[src/rtl/signal_capture_fifo_if.sv]
// Avalon-MM bus between the HPS lightweight bridge and the capture FIFO.
//
// master modport: HPS side. It drives address, read, write and writedata, and
//                 receives readdata and irq.
// slave modport:  capture block side. It receives address, read, write and
//                 writedata, and drives readdata and irq.
//
// Signals:
//   avs_address   [1:0]  word address
//   avs_read             read strobe
//   avs_write            write strobe
//   avs_writedata [31:0] write data
//   avs_readdata  [31:0] read data, valid the cycle after avs_read
//   irq                  level interrupt to the HPS
interface signal_capture_fifo_if;
    logic [1:0]  avs_address;
    logic        avs_read;
    logic        avs_write;
    logic [31:0] avs_writedata;
    logic [31:0] avs_readdata;
    logic        irq;

    modport master (
        output avs_address,
        output avs_read,
        output avs_write,
        output avs_writedata,
        input  avs_readdata,
        input  irq
    );

    modport slave (
        input  avs_address,
        input  avs_read,
        input  avs_write,
        input  avs_writedata,
        output avs_readdata,
        output irq
    );
endinterface

[src/rtl/signal_capture_fifo.sv]
// Multi-channel signal capture into a shared FIFO, which the HPS reads over an
// Avalon-MM slave.
//
// Each enabled channel has a 1-deep holding register. A round-robin arbiter
// moves one held sample per cycle into the FIFO, and tags it with its channel
// ID. Capture can run continuously or as a one-shot of a programmed length.
//
// Ports:
//   clk_clk      system clock
//   reset_reset  asynchronous active-high reset
//   sig_data     channel samples; channel k is sig_data[k*DATA_W +: DATA_W]
//   sig_valid    per-channel single-cycle sample strobe
//   avs          Avalon-MM slave (address/read/write/writedata/readdata/irq)
//
// Register map (word addresses):
//   0 DATA   (R)   pop: {4'b0, ch_id[3:0], sample zero-extended to 24 bits}
//   1 STATUS (R/W1C) [15:0] count, [16] empty, [17] full, [18] overflow,
//                    [19] underflow, [20] done, [22:21] state
//   2 CTRL   (RW)  [0] enable, [1] one_shot, [CH+7:8] mask, [31] flush (write-only)
//   3 THRESH (RW)  [15:0] irq threshold, [31:16] one-shot length (0 = unbounded)
module signal_capture_fifo #(
    parameter int unsigned CH     = 4,
    parameter int unsigned DATA_W = 24,
    parameter int unsigned DEPTH  = 64
) (
    input  logic                 clk_clk,
    input  logic                 reset_reset,
    input  logic [CH*DATA_W-1:0] sig_data,
    input  logic [CH-1:0]        sig_valid,
    signal_capture_fifo_if.slave avs
);
    localparam int unsigned AW = $clog2(DEPTH);
    localparam int unsigned PW = AW + 1;
    localparam int unsigned CW = (CH > 1) ? $clog2(CH) : 1;
    localparam int unsigned EW = 4 + DATA_W;

    typedef enum logic [1:0] {
        StIdle = 2'd0,
        StRun  = 2'd1,
        StDone = 2'd2
    } state_e;

    // Registers
    state_e              state_q;
    logic                ctrl_enable_q;
    logic                ctrl_one_shot_q;
    logic [CH-1:0]       ctrl_mask_q;
    logic [15:0]         thresh_q;
    logic [15:0]         shot_len_q;
    logic [15:0]         shot_cnt_q;
    logic                ovf_q;
    logic                udf_q;
    logic                done_q;
    logic [PW-1:0]       wr_ptr_q;
    logic [PW-1:0]       rd_ptr_q;
    logic [CH-1:0]       hold_valid_q;
    logic [DATA_W-1:0]   hold_data_q [CH];
    logic [CW-1:0]       last_grant_q;
    logic [31:0]         readdata_q;
    logic                irq_q;
    logic [EW-1:0]       mem_q [DEPTH];

    // Combinational
    logic [31:0]         wdata;
    logic                rd_req;
    logic                rd_data;
    logic                wr_status;
    logic                wr_ctrl;
    logic                wr_thresh;
    logic                flush;
    logic [PW-1:0]       count;
    logic [15:0]         count16;
    logic                empty;
    logic                full;
    logic                pop;
    logic                gnt_valid;
    logic [CW-1:0]       gnt_idx;
    logic [CH-1:0]       gnt_oh;
    logic                push_ok;
    logic                push_drop;
    logic                shot_hit;
    logic [CH-1:0]       cap;
    logic [CH-1:0]       load;
    logic [CH-1:0]       drop;
    logic                ovf_evt;
    logic [EW-1:0]       head;
    logic [31:0]         status_rd;
    logic [31:0]         ctrl_rd;
    logic [31:0]         rd_mux;
    logic                unused_wdata;

    assign wdata        = avs.avs_writedata;
    assign unused_wdata = ^wdata;

    // A read that coincides with a write is dropped: the write wins.
    assign rd_req    = avs.avs_read && !avs.avs_write;
    assign rd_data   = rd_req && (avs.avs_address == 2'd0);
    assign wr_status = avs.avs_write && (avs.avs_address == 2'd1);
    assign wr_ctrl   = avs.avs_write && (avs.avs_address == 2'd2);
    assign wr_thresh = avs.avs_write && (avs.avs_address == 2'd3);
    assign flush     = wr_ctrl && wdata[31];

    assign count   = wr_ptr_q - rd_ptr_q;
    assign count16 = 16'(count);
    assign empty   = (count == '0);
    assign full    = (count == PW'(DEPTH));
    assign pop     = rd_data && !empty;

    function automatic logic [CW-1:0] rr_index(input logic [CW-1:0] last, input int unsigned off);
        int unsigned s;
        s = 32'(last) + 32'd1 + off;
        return CW'(s % CH);
    endfunction

    // Round-robin search starting just after the last granted channel.
    always_comb begin
        gnt_valid = 1'b0;
        gnt_idx   = '0;
        for (int i = 0; i < CH; i++) begin
            if (!gnt_valid && hold_valid_q[rr_index(last_grant_q, i)]) begin
                gnt_valid = 1'b1;
                gnt_idx   = rr_index(last_grant_q, i);
            end
        end
    end

    assign gnt_oh = gnt_valid ? (CH'(1) << gnt_idx) : '0;

    // A full FIFO still accepts a push if a pop happens on the same cycle.
    assign push_ok   = gnt_valid && !flush && (!full || pop);
    assign push_drop = gnt_valid && !flush && full && !pop;

    assign shot_hit = (state_q == StRun) && ctrl_one_shot_q && (shot_len_q != 16'd0) &&
                      push_ok && ((shot_cnt_q + 16'd1) == shot_len_q);

    // A holding register being granted this cycle can take a new sample at once.
    // Samples are ignored on the cycle a shot completes, so the shot stays exact.
    assign cap  = ((state_q == StRun) && !flush && !shot_hit) ? (sig_valid & ctrl_mask_q) : '0;
    assign load = cap & (~hold_valid_q | gnt_oh);
    assign drop = cap & hold_valid_q & ~gnt_oh;

    assign ovf_evt = (|drop) || push_drop;

    assign head = mem_q[rd_ptr_q[AW-1:0]];

    always_comb begin
        status_rd        = '0;
        status_rd[15:0]  = count16;
        status_rd[16]    = empty;
        status_rd[17]    = full;
        status_rd[18]    = ovf_q;
        status_rd[19]    = udf_q;
        status_rd[20]    = done_q;
        status_rd[22:21] = state_q;
    end

    always_comb begin
        ctrl_rd          = '0;
        ctrl_rd[0]       = ctrl_enable_q;
        ctrl_rd[1]       = ctrl_one_shot_q;
        ctrl_rd[CH+7:8]  = ctrl_mask_q;
    end

    always_comb begin
        rd_mux = '0;
        case (avs.avs_address)
            2'd0:    rd_mux = empty ? 32'd0 : {4'b0, head[EW-1 -: 4], 24'(head[DATA_W-1:0])};
            2'd1:    rd_mux = status_rd;
            2'd2:    rd_mux = ctrl_rd;
            default: rd_mux = {shot_len_q, thresh_q};
        endcase
    end

    // FIFO storage; contents need no reset since the pointers define validity.
    always_ff @(posedge clk_clk) begin
        if (push_ok) begin
            mem_q[wr_ptr_q[AW-1:0]] <= {4'(gnt_idx), hold_data_q[gnt_idx]};
        end
    end

    always_ff @(posedge clk_clk or posedge reset_reset) begin
        if (reset_reset) begin
            state_q         <= StIdle;
            ctrl_enable_q   <= 1'b0;
            ctrl_one_shot_q <= 1'b0;
            ctrl_mask_q     <= '0;
            thresh_q        <= 16'(DEPTH / 2);
            shot_len_q      <= '0;
            shot_cnt_q      <= '0;
            ovf_q           <= 1'b0;
            udf_q           <= 1'b0;
            done_q          <= 1'b0;
            wr_ptr_q        <= '0;
            rd_ptr_q        <= '0;
            hold_valid_q    <= '0;
            for (int k = 0; k < CH; k++) begin
                hold_data_q[k] <= '0;
            end
            last_grant_q    <= CW'(CH - 1);
            readdata_q      <= '0;
            irq_q           <= 1'b0;
        end else begin
            if (wr_ctrl) begin
                ctrl_enable_q   <= wdata[0];
                ctrl_one_shot_q <= wdata[1];
                ctrl_mask_q     <= wdata[CH+7:8];
            end
            if (wr_thresh) begin
                thresh_q   <= wdata[15:0];
                shot_len_q <= wdata[31:16];
            end

            case (state_q)
                StIdle: begin
                    if (wr_ctrl && wdata[0]) begin
                        state_q    <= StRun;
                        shot_cnt_q <= '0;
                    end
                end
                StRun: begin
                    if (push_ok) begin
                        shot_cnt_q <= shot_cnt_q + 16'd1;
                    end
                    if (shot_hit) begin
                        state_q       <= StDone;
                        ctrl_enable_q <= 1'b0;
                    end else if (wr_ctrl && !wdata[0]) begin
                        state_q <= StIdle;
                    end
                end
                StDone: begin
                    if (wr_ctrl && wdata[0]) begin
                        state_q    <= StRun;
                        shot_cnt_q <= '0;
                    end else if (wr_status && wdata[20]) begin
                        state_q <= StIdle;
                    end
                end
                default: state_q <= StIdle;
            endcase

            // Sticky flags: a set event beats a same-cycle W1C.
            if (wr_status && wdata[18]) ovf_q <= 1'b0;
            if (ovf_evt) ovf_q <= 1'b1;
            if (wr_status && wdata[19]) udf_q <= 1'b0;
            if (rd_data && empty) udf_q <= 1'b1;
            if (wr_status && wdata[20]) done_q <= 1'b0;
            if (shot_hit) done_q <= 1'b1;

            if (flush) begin
                rd_ptr_q <= wr_ptr_q;
            end else begin
                if (push_ok) wr_ptr_q <= wr_ptr_q + 1'b1;
                if (pop) rd_ptr_q <= rd_ptr_q + 1'b1;
            end

            for (int k = 0; k < CH; k++) begin
                if (flush || shot_hit) begin
                    hold_valid_q[k] <= 1'b0;
                end else if (load[k]) begin
                    hold_valid_q[k] <= 1'b1;
                    hold_data_q[k]  <= sig_data[k*DATA_W +: DATA_W];
                end else if (gnt_oh[k]) begin
                    hold_valid_q[k] <= 1'b0;
                end
            end

            if (gnt_valid) begin
                last_grant_q <= gnt_idx;
            end

            readdata_q <= rd_req ? rd_mux : 32'd0;
            irq_q      <= ((thresh_q != 16'd0) && (count16 >= thresh_q)) || ovf_q || done_q;
        end
    end

    assign avs.avs_readdata = readdata_q;
    assign avs.irq          = irq_q;

endmodule

[src/flat_wrapper.sv]
// flat-port wrapper written by rule: the top's interface ports become plain ports
module signal_capture_fifo_flat 
#(
    parameter int unsigned CH     = 4,
    parameter int unsigned DATA_W = 24,
    parameter int unsigned DEPTH  = 64
)
  (clk_clk, reset_reset, sig_data, sig_valid, avs_avs_address, avs_avs_read, avs_avs_write, avs_avs_writedata, avs_avs_readdata, avs_irq);
  signal_capture_fifo_if avs_i ();
  input  logic clk_clk;
  input  logic reset_reset;
  input  logic [CH*DATA_W-1:0] sig_data;
  input  logic [CH-1:0] sig_valid;
  input wire logic [$bits(avs_i.avs_address)-1:0] avs_avs_address;
  input wire logic [$bits(avs_i.avs_read)-1:0] avs_avs_read;
  input wire logic [$bits(avs_i.avs_write)-1:0] avs_avs_write;
  input wire logic [$bits(avs_i.avs_writedata)-1:0] avs_avs_writedata;
  output wire logic [$bits(avs_i.avs_readdata)-1:0] avs_avs_readdata;
  output wire logic [$bits(avs_i.irq)-1:0] avs_irq;
  assign avs_i.avs_address = avs_avs_address;
  assign avs_i.avs_read = avs_avs_read;
  assign avs_i.avs_write = avs_avs_write;
  assign avs_i.avs_writedata = avs_avs_writedata;
  assign avs_avs_readdata = avs_i.avs_readdata;
  assign avs_irq = avs_i.irq;
  signal_capture_fifo #(.CH(CH), .DATA_W(DATA_W), .DEPTH(DEPTH)) u_core (.clk_clk(clk_clk), .reset_reset(reset_reset), .sig_data(sig_data), .sig_valid(sig_valid), .avs(avs_i));
endmodule
[config.mk]
export PLATFORM = sky130hd
export DESIGN_NAME = signal_capture_fifo_flat
export DESIGN_NICKNAME = d
export VERILOG_FILES = /design/src/rtl/signal_capture_fifo_if.sv /design/src/rtl/signal_capture_fifo.sv /design/src/flat_wrapper.sv
export SDC_FILE = /design/constraint.sdc
export NUM_CORES = 2
export LEC_CHECK = 0
export ABC_AREA = 0
export CORE_ASPECT_RATIO = 1.75
export CORE_MARGIN = 4
export CORE_UTILIZATION = 34
export DETAILED_ROUTE_END_ITERATION = 8
export PLACE_DENSITY = 0.59
export SETUP_SLACK_MARGIN = 0.15
export SLEW_MARGIN = 25
export SYNTH_ARGS = -nofsm -noshare
export SYNTH_HDL_FRONTEND = slang
export SYNTH_SLANG_ARGS = --single-unit
[constraint.sdc]
create_clock -name clk_clk -period 7.85 [get_ports clk_clk]
set_input_delay 1.57 -clock clk_clk [delete_from_list [all_inputs] [get_ports clk_clk]]
set_output_delay 1.57 -clock clk_clk [all_outputs]
set_load 0.02 [all_outputs]
---- Word level (Yosys, flattened, before mapping) ----
Memory sizes are Yosys's and may differ from the RTL's.
Index checks and enable logic that the tools add are counted.
Widths: inputs -> output; s select.
storage, ports and cells
  flip-flop bits (word level) ............. 208
  bits in writable memories ............... 1664
  output and inout bits ................... 33
  word-level logic and storage cells ...... 184
  memories ................................ 1
memory list
  memory        words  width  rd ports  clocked after memory_dff  wr ports  RTL line                   text
  u_core.mem_q  64     26     1         0                         1         signal_capture_fifo.sv:61  logic [EW-1:0] mem_q [DEPTH];
operators by class
  $add $sub $neg .......................... 8
  order comparisons ....................... 6
  equal/unequal tests ..................... 12
  shift operators ......................... 1
  multiplexer cells ....................... 58
  bitwise logic cells ..................... 10
  reduce and logical (&&, ||, !) cells .... 65
operators by type and width
  kind                   count
  $pmux 32 s3            1
  $bmux 24 s2            1
  $mux 24                2
  $mux 16                2
  $mux 32                1
  $pmux 16 s2            1
  $reduce_bool 16->1     2
  $mux 1                 31
  $mux 28                1
  $logic_and 1x1->1      27
  $mux 2                 9
  $add 16x1->16 const B  1
  $and 4x4->4            4
  $eq 16x16->1           1
  $ge 7x16->1            1
  $add 7x1->7 const B    2
  $mux 7                 2
  $lt 2x3->1 const B     4
  $reduce_bool 3->1      4
  $logic_not 1->1        10
  $reduce_and 2->1       5
  $reduce_bool 2->1      5
  $bmux 1 s2             4
  $mux 4                 2
  other kinds (22)       37

---- Longest topological paths before layout ----
  depth after elaboration ................. 25
  gate-level depth with buffers ........... 17
  mapped depth without buffers ............ 13

---- Least setup slack after synthesis ----
OpenSTA, ideal clock, no wires.
  path type ............................... register to register
  start point ............................. register u_core.rd_ptr_q[1]
  end point ............................... memory u_core.mem_q[17][0] in the netlist's numbering (enable)
  arrival time ............................ 5.165 ns
  required time ........................... 7.441 ns
  setup slack ............................. 2.276 ns
  stages on the path, launching flop included .. 15
  buffers on the path ..................... 5
  clock period less this slack ............ 5.574 ns
  cells stage by stage .................... dfrtp_1 -> clkbuf_1 -> clkbuf_1 -> clkbuf_1 -> buf_1 -> inv_1 -> fa_1 -> a211oi_1 -> o31ai_1 -> a21oi_1 -> xor2_1 -> o31ai_1 -> or4_1 -> clkbuf_1 -> nor2_1
on the way
  cells in the longest elaborated chain, start to end .. 8
  elaborated cells on any way between the ends .. 10
ends and longest elaborated chain
  what                              RTL line                    text
  from (decl)                       signal_capture_fifo.sv:55   logic [PW-1:0] rd_ptr_q;
  from (signal assigned)            signal_capture_fifo.sv:251  rd_ptr_q <= wr_ptr_q;
  from (signal assigned)            signal_capture_fifo.sv:254  if (pop) rd_ptr_q <= rd_ptr_q + 1'b1;
  $sub 7x7->7 (*)                   signal_capture_fifo.sv:103  assign count = wr_ptr_q - rd_ptr_q;
  $logic_not 7->1                   signal_capture_fifo.sv:105  assign empty = (count == '0);
  $logic_not 1->1                   signal_capture_fifo.sv:107  assign pop = rd_data && !empty;
  $logic_and 1x1->1                 signal_capture_fifo.sv:107
  $logic_or 1x1->1 (*)              signal_capture_fifo.sv:130  assign push_ok = gnt_valid && !flush && (!full || pop);
  $logic_and 1x1->1 (*)             signal_capture_fifo.sv:130
  $mux 1 (*)                        signal_capture_fifo.sv:176  if (push_ok) begin
  $mux 1 (implied by the code) (*)  signal_capture_fifo.sv:177  mem_q[wr_ptr_q[AW-1:0]] <= {4'(gnt_idx), hold_data_q[gnt_idx]};
  to (decl)                         signal_capture_fifo.sv:61
Mark *: on every way between the ends. The rest lies on a longest branch, timed or not.

---- Worst setup path in the final report ----
  start point ............................. register u_core.rd_ptr_q[1]
  end point ............................... memory u_core.mem_q[51][19] in the netlist's numbering (enable)
Same word-level chain as after synthesis.

==> results.json <==
{
  "status": "complete, no violations",
  "total_leakage_power_uw": 0.0268,
  "antenna_found_initial": 5,
  "yosysWarnings": 0,
  "grt_pass1_wl_um": 272000,
  "tightest_slew_ns": 1.10,
  "die_area_sq_um": 224000,
  "post_drt_wl_per_cell_um": 28.6,
  "whs_ns": 0.504,
  "max-slew-margin-rel_pct": 26.3,
  "crit_path_end_kind": "register",
  "drv_slew": 0,
  "grt.busiest_layer": "met2",
  "maxCapViolations": 0,
  "viasPerCell": 5.28,
  "fin_skew_ns": 0.0453,
  "synth_seq_area_share_pct": 75.0,
  "drive_gt1_share_pct": 29.1,
  "clk_pin_slew_ns": 0.07,
  "cts_root_buf": "clkbuf_16",
  "place_congestion": 0.848,
  "ctsLongestPathBuffers": 4,
  "synth.top_cell.area_share_pct": 67.9,
  "grt_max_degree": 138,
  "synth_top_area_cell": "edfxtp_1",
  "cts_tree": "built",
  "fin_crit_sh_pct": 71.2,
  "hold_depth": 1,
  "vdd_ir_drop_max_mv": 0.589,
  "fmax_mhz": 179,
  "post_cts_buffers": 0,
  "core_sq_um": 215000,
  "hold_end": "u_core.hold_data_q[74]",
  "ys_seq_elements": 1872,
  "cts_htree_levels": 4,
  "path_max_fanout": 39,
  "synth_nets": 3539,
  "fin_crit_ns": 5.59,
  "track_usage_pct": 16.5,
  "vias": 34700,
  "crit_required_ns": 8.32,
  "worstPathArrival_ns": 6.07,
  "wl_um": 188000,
  "syn_inst": 3384,
  "synth_flop_cell": "edfxtp_1",
  "die_w_um": 360,
  "register_area_sq_um": 55200,
  "finalSetupViolCount": 0,
  "io_buffers": 170,
  "grtUsageMet3_pct": 2.14,
  "die_h_um": 623,
  "async_reset_ff_share_pct": 11.1,
  "hold_path_startpoint": "u_core.hold_data_q[74]",
  "regToRegSetupSlack_ns": 2.26,
  "grt_pass1_vias": 36500,
  "syn2layout_area_growth_pct": 15.4,
  "tns_ns": 0,
  "nFillCells": 19000,
  "fin_nets": 3768,
  "clock_sinks": 1872,
  "rsz0062_at_grt": "false",
  "hold_viol": 0,
  "drtAntennaViolNets": 0,
  "holdBufCountCts": 0,
  "cts_buffers": 165,
  "worst_r2r_path_depth": 11,
  "multiInputGateArea_sq_um": 18400,
  "ys_types": 77,
  "avgSynthCellArea_sq_um": 21.7,
  "synth_edf_count": 1664,
  "use_met2_pct": 30.0,
  "synthesis.area_sq_um": 73600,
  "rows": 225,
  "gr-total-overflow": 0,
  "power.density_nw_per_um2": 439,
  "hold_class": "register to register",
  "met1_usage_pct": 19.5,
  "start_kind": "register",
  "drt_iter0_drc": 3223,
  "start_util_pct": 34.2,
  "dp_hpwl_um": 122000,
  "path_class": "register to register",
  "clk_latency_ns": 0.80,
  "ys_top_cells_by_area": "edfxtp_1, mux4_2, dfrtp_1",
  "reg2reg_from": "u_core.rd_ptr_q[1]",
  "ctsResizeCount": 0,
  "drc": 0,
  "rr_endpoint": "u_core.mem_q[51][19]",
  "dr.pass1.iters": 5,
  "num_io_pins": 171
}
worst max path at each step:
stage | start | to | slack [ns] | depth (start not counted)
after floorplan | reset_reset | u_core.avs.avs_readdata[0] | 0.60 | 1
after global placement | avs_avs_address[0] | u_core.mem_q[11][3] | 1.73 | 10
after detailed placement | avs_avs_address[0] | u_core.mem_q[11][1] | 1.75 | 10
after CTS | u_core.rd_ptr_q[1] | u_core.mem_q[51][19] | 2.23 | 11
final | u_core.rd_ptr_q[1] | u_core.mem_q[51][19] | 2.26 | 11
after global routing | u_core.rd_ptr_q[1] | u_core.mem_q[51][1] | 2.05 | 11
layout make-up:
type / instances / share of cell area (%)
Sequential cell: 1872 / 65.0
Multi-Input combinational cell: 1301 / 21.7
Clock buffer: 210 / 5.32
Tap cell: 2837 / 4.18
Timing Repair Buffer: 247 / 2.79
Clock inverter: 71 / 0.839
Inverter: 26 / 0.134
Antenna cell: 5 / 0.0147
stage by stage:
step	utilization, %	std cells	setup slack [ns]	total power (uW)	cell area, sq um
4_1_cts	39.4	6563	2.23	37800	84800
5_1_grt	39.5	6567	2.05	38600	84900
2_1_floorplan	-	3384	0.604	23200	73600
3_5_place_dp	37.0	6282	1.75	29700	79600
3_3_place_gp	37.0	6281	1.73	29400	79600
6_report	39.5	6569	2.26	37300	84900
cells in the mapped netlist, types with 27 or more instances:
library cell	number
a31oi_1	32
and2_1	34
a211oi_1	30
o21ai_0	38
nand2_1	104
edfxtp_1	1664
dfrtp_1	205
clkbuf_1	116
buf_1	48
mux4_2	535
nor2_1	103
mux2_2	110
a21oi_1	27
state kept, by name, indices dropped and copies added, names as in the netlist:
name and cells:
u_core.thresh_q 16, u_core.ctrl_one_shot_q 1, u_core.shot_cnt_q 16, u_core.avs.avs_readdata 32, u_core.avs.irq 1, u_core.hold_data_q 96
u_core.ctrl_enable_q 1, u_core.wr_ptr_q 7, u_core.mem_q 1664, u_core.hold_valid_q 4, u_core.state_q 2, u_core.last_grant_q 2
u_core.rd_ptr_q 7, u_core.done_q 1, u_core.ctrl_mask_q 4, u_core.ovf_q 1, u_core.shot_len_q 16, u_core.udf_q 1
cells in the final DEF, fill, tap and decap left out, types with 12 or more instances in the layout:
master and count:
a211oi_1 30, a21oi_1 27, a22oi_1 13, a31oi_4 24, and2_1 34, buf_4 69, bufinv_16 14, clkbuf_1 30
clkbuf_16 173, clkdlybuf4s50_1 170, clkinv_1 27, clkinv_2 17, dfrtp_1 202, edfxtp_1 1664, ha_1 16, inv_1 22
mux2_2 110, mux2_4 20, mux2i_1 17, mux4_2 535, nand2_1 104, nand3_1 25, nor2_1 39, nor2_4 64
nor2b_1 12, o21ai_0 38, o2bb2ai_1 14, o31ai_1 12, xnor2_1 16, xor2_1 12
per-layer routing:
| layer | share of wire (%) | routed length [um] |
|---|---|---|
| met1 | 37 | 69700 |
| met4 | 5.0 | 9440 |
| met3 | 4.4 | 8240 |
| met5 | 0 | 0 |
| met2 | 53 | 100000 |
power by group:
group,internal (uW),switching (uW)
Clock,4520,3540
Combinational,3840,9360
Sequential,15500,486
Total,23900,13400
worst max-delay path, stage by stage, from the launching register on:
cell     delay, ns
dfrtp_4       0.80
inv_1         0.39
fa_1          0.55
xor2_1        0.21
or3b_1        0.40
or4_4         0.59
o31ai_1       0.74
nor2_1        0.20
nand3_1       0.65
buf_4         0.35
nor2_4        0.04
buf_4         0.28
logic make-up after synthesis:
logic type / share of synthesized area, %
flip-flops: 75.0
multiplexers: 18.7
AND/OR/NAND/NOR: 2.38
AO/OA/AOI/OAI: 2.11
buffers and inverters: 1.17
XOR/XNOR: 0.333
adder cells (fa/ha/maj): 0.299
Power figures use the tool's default switching activity.
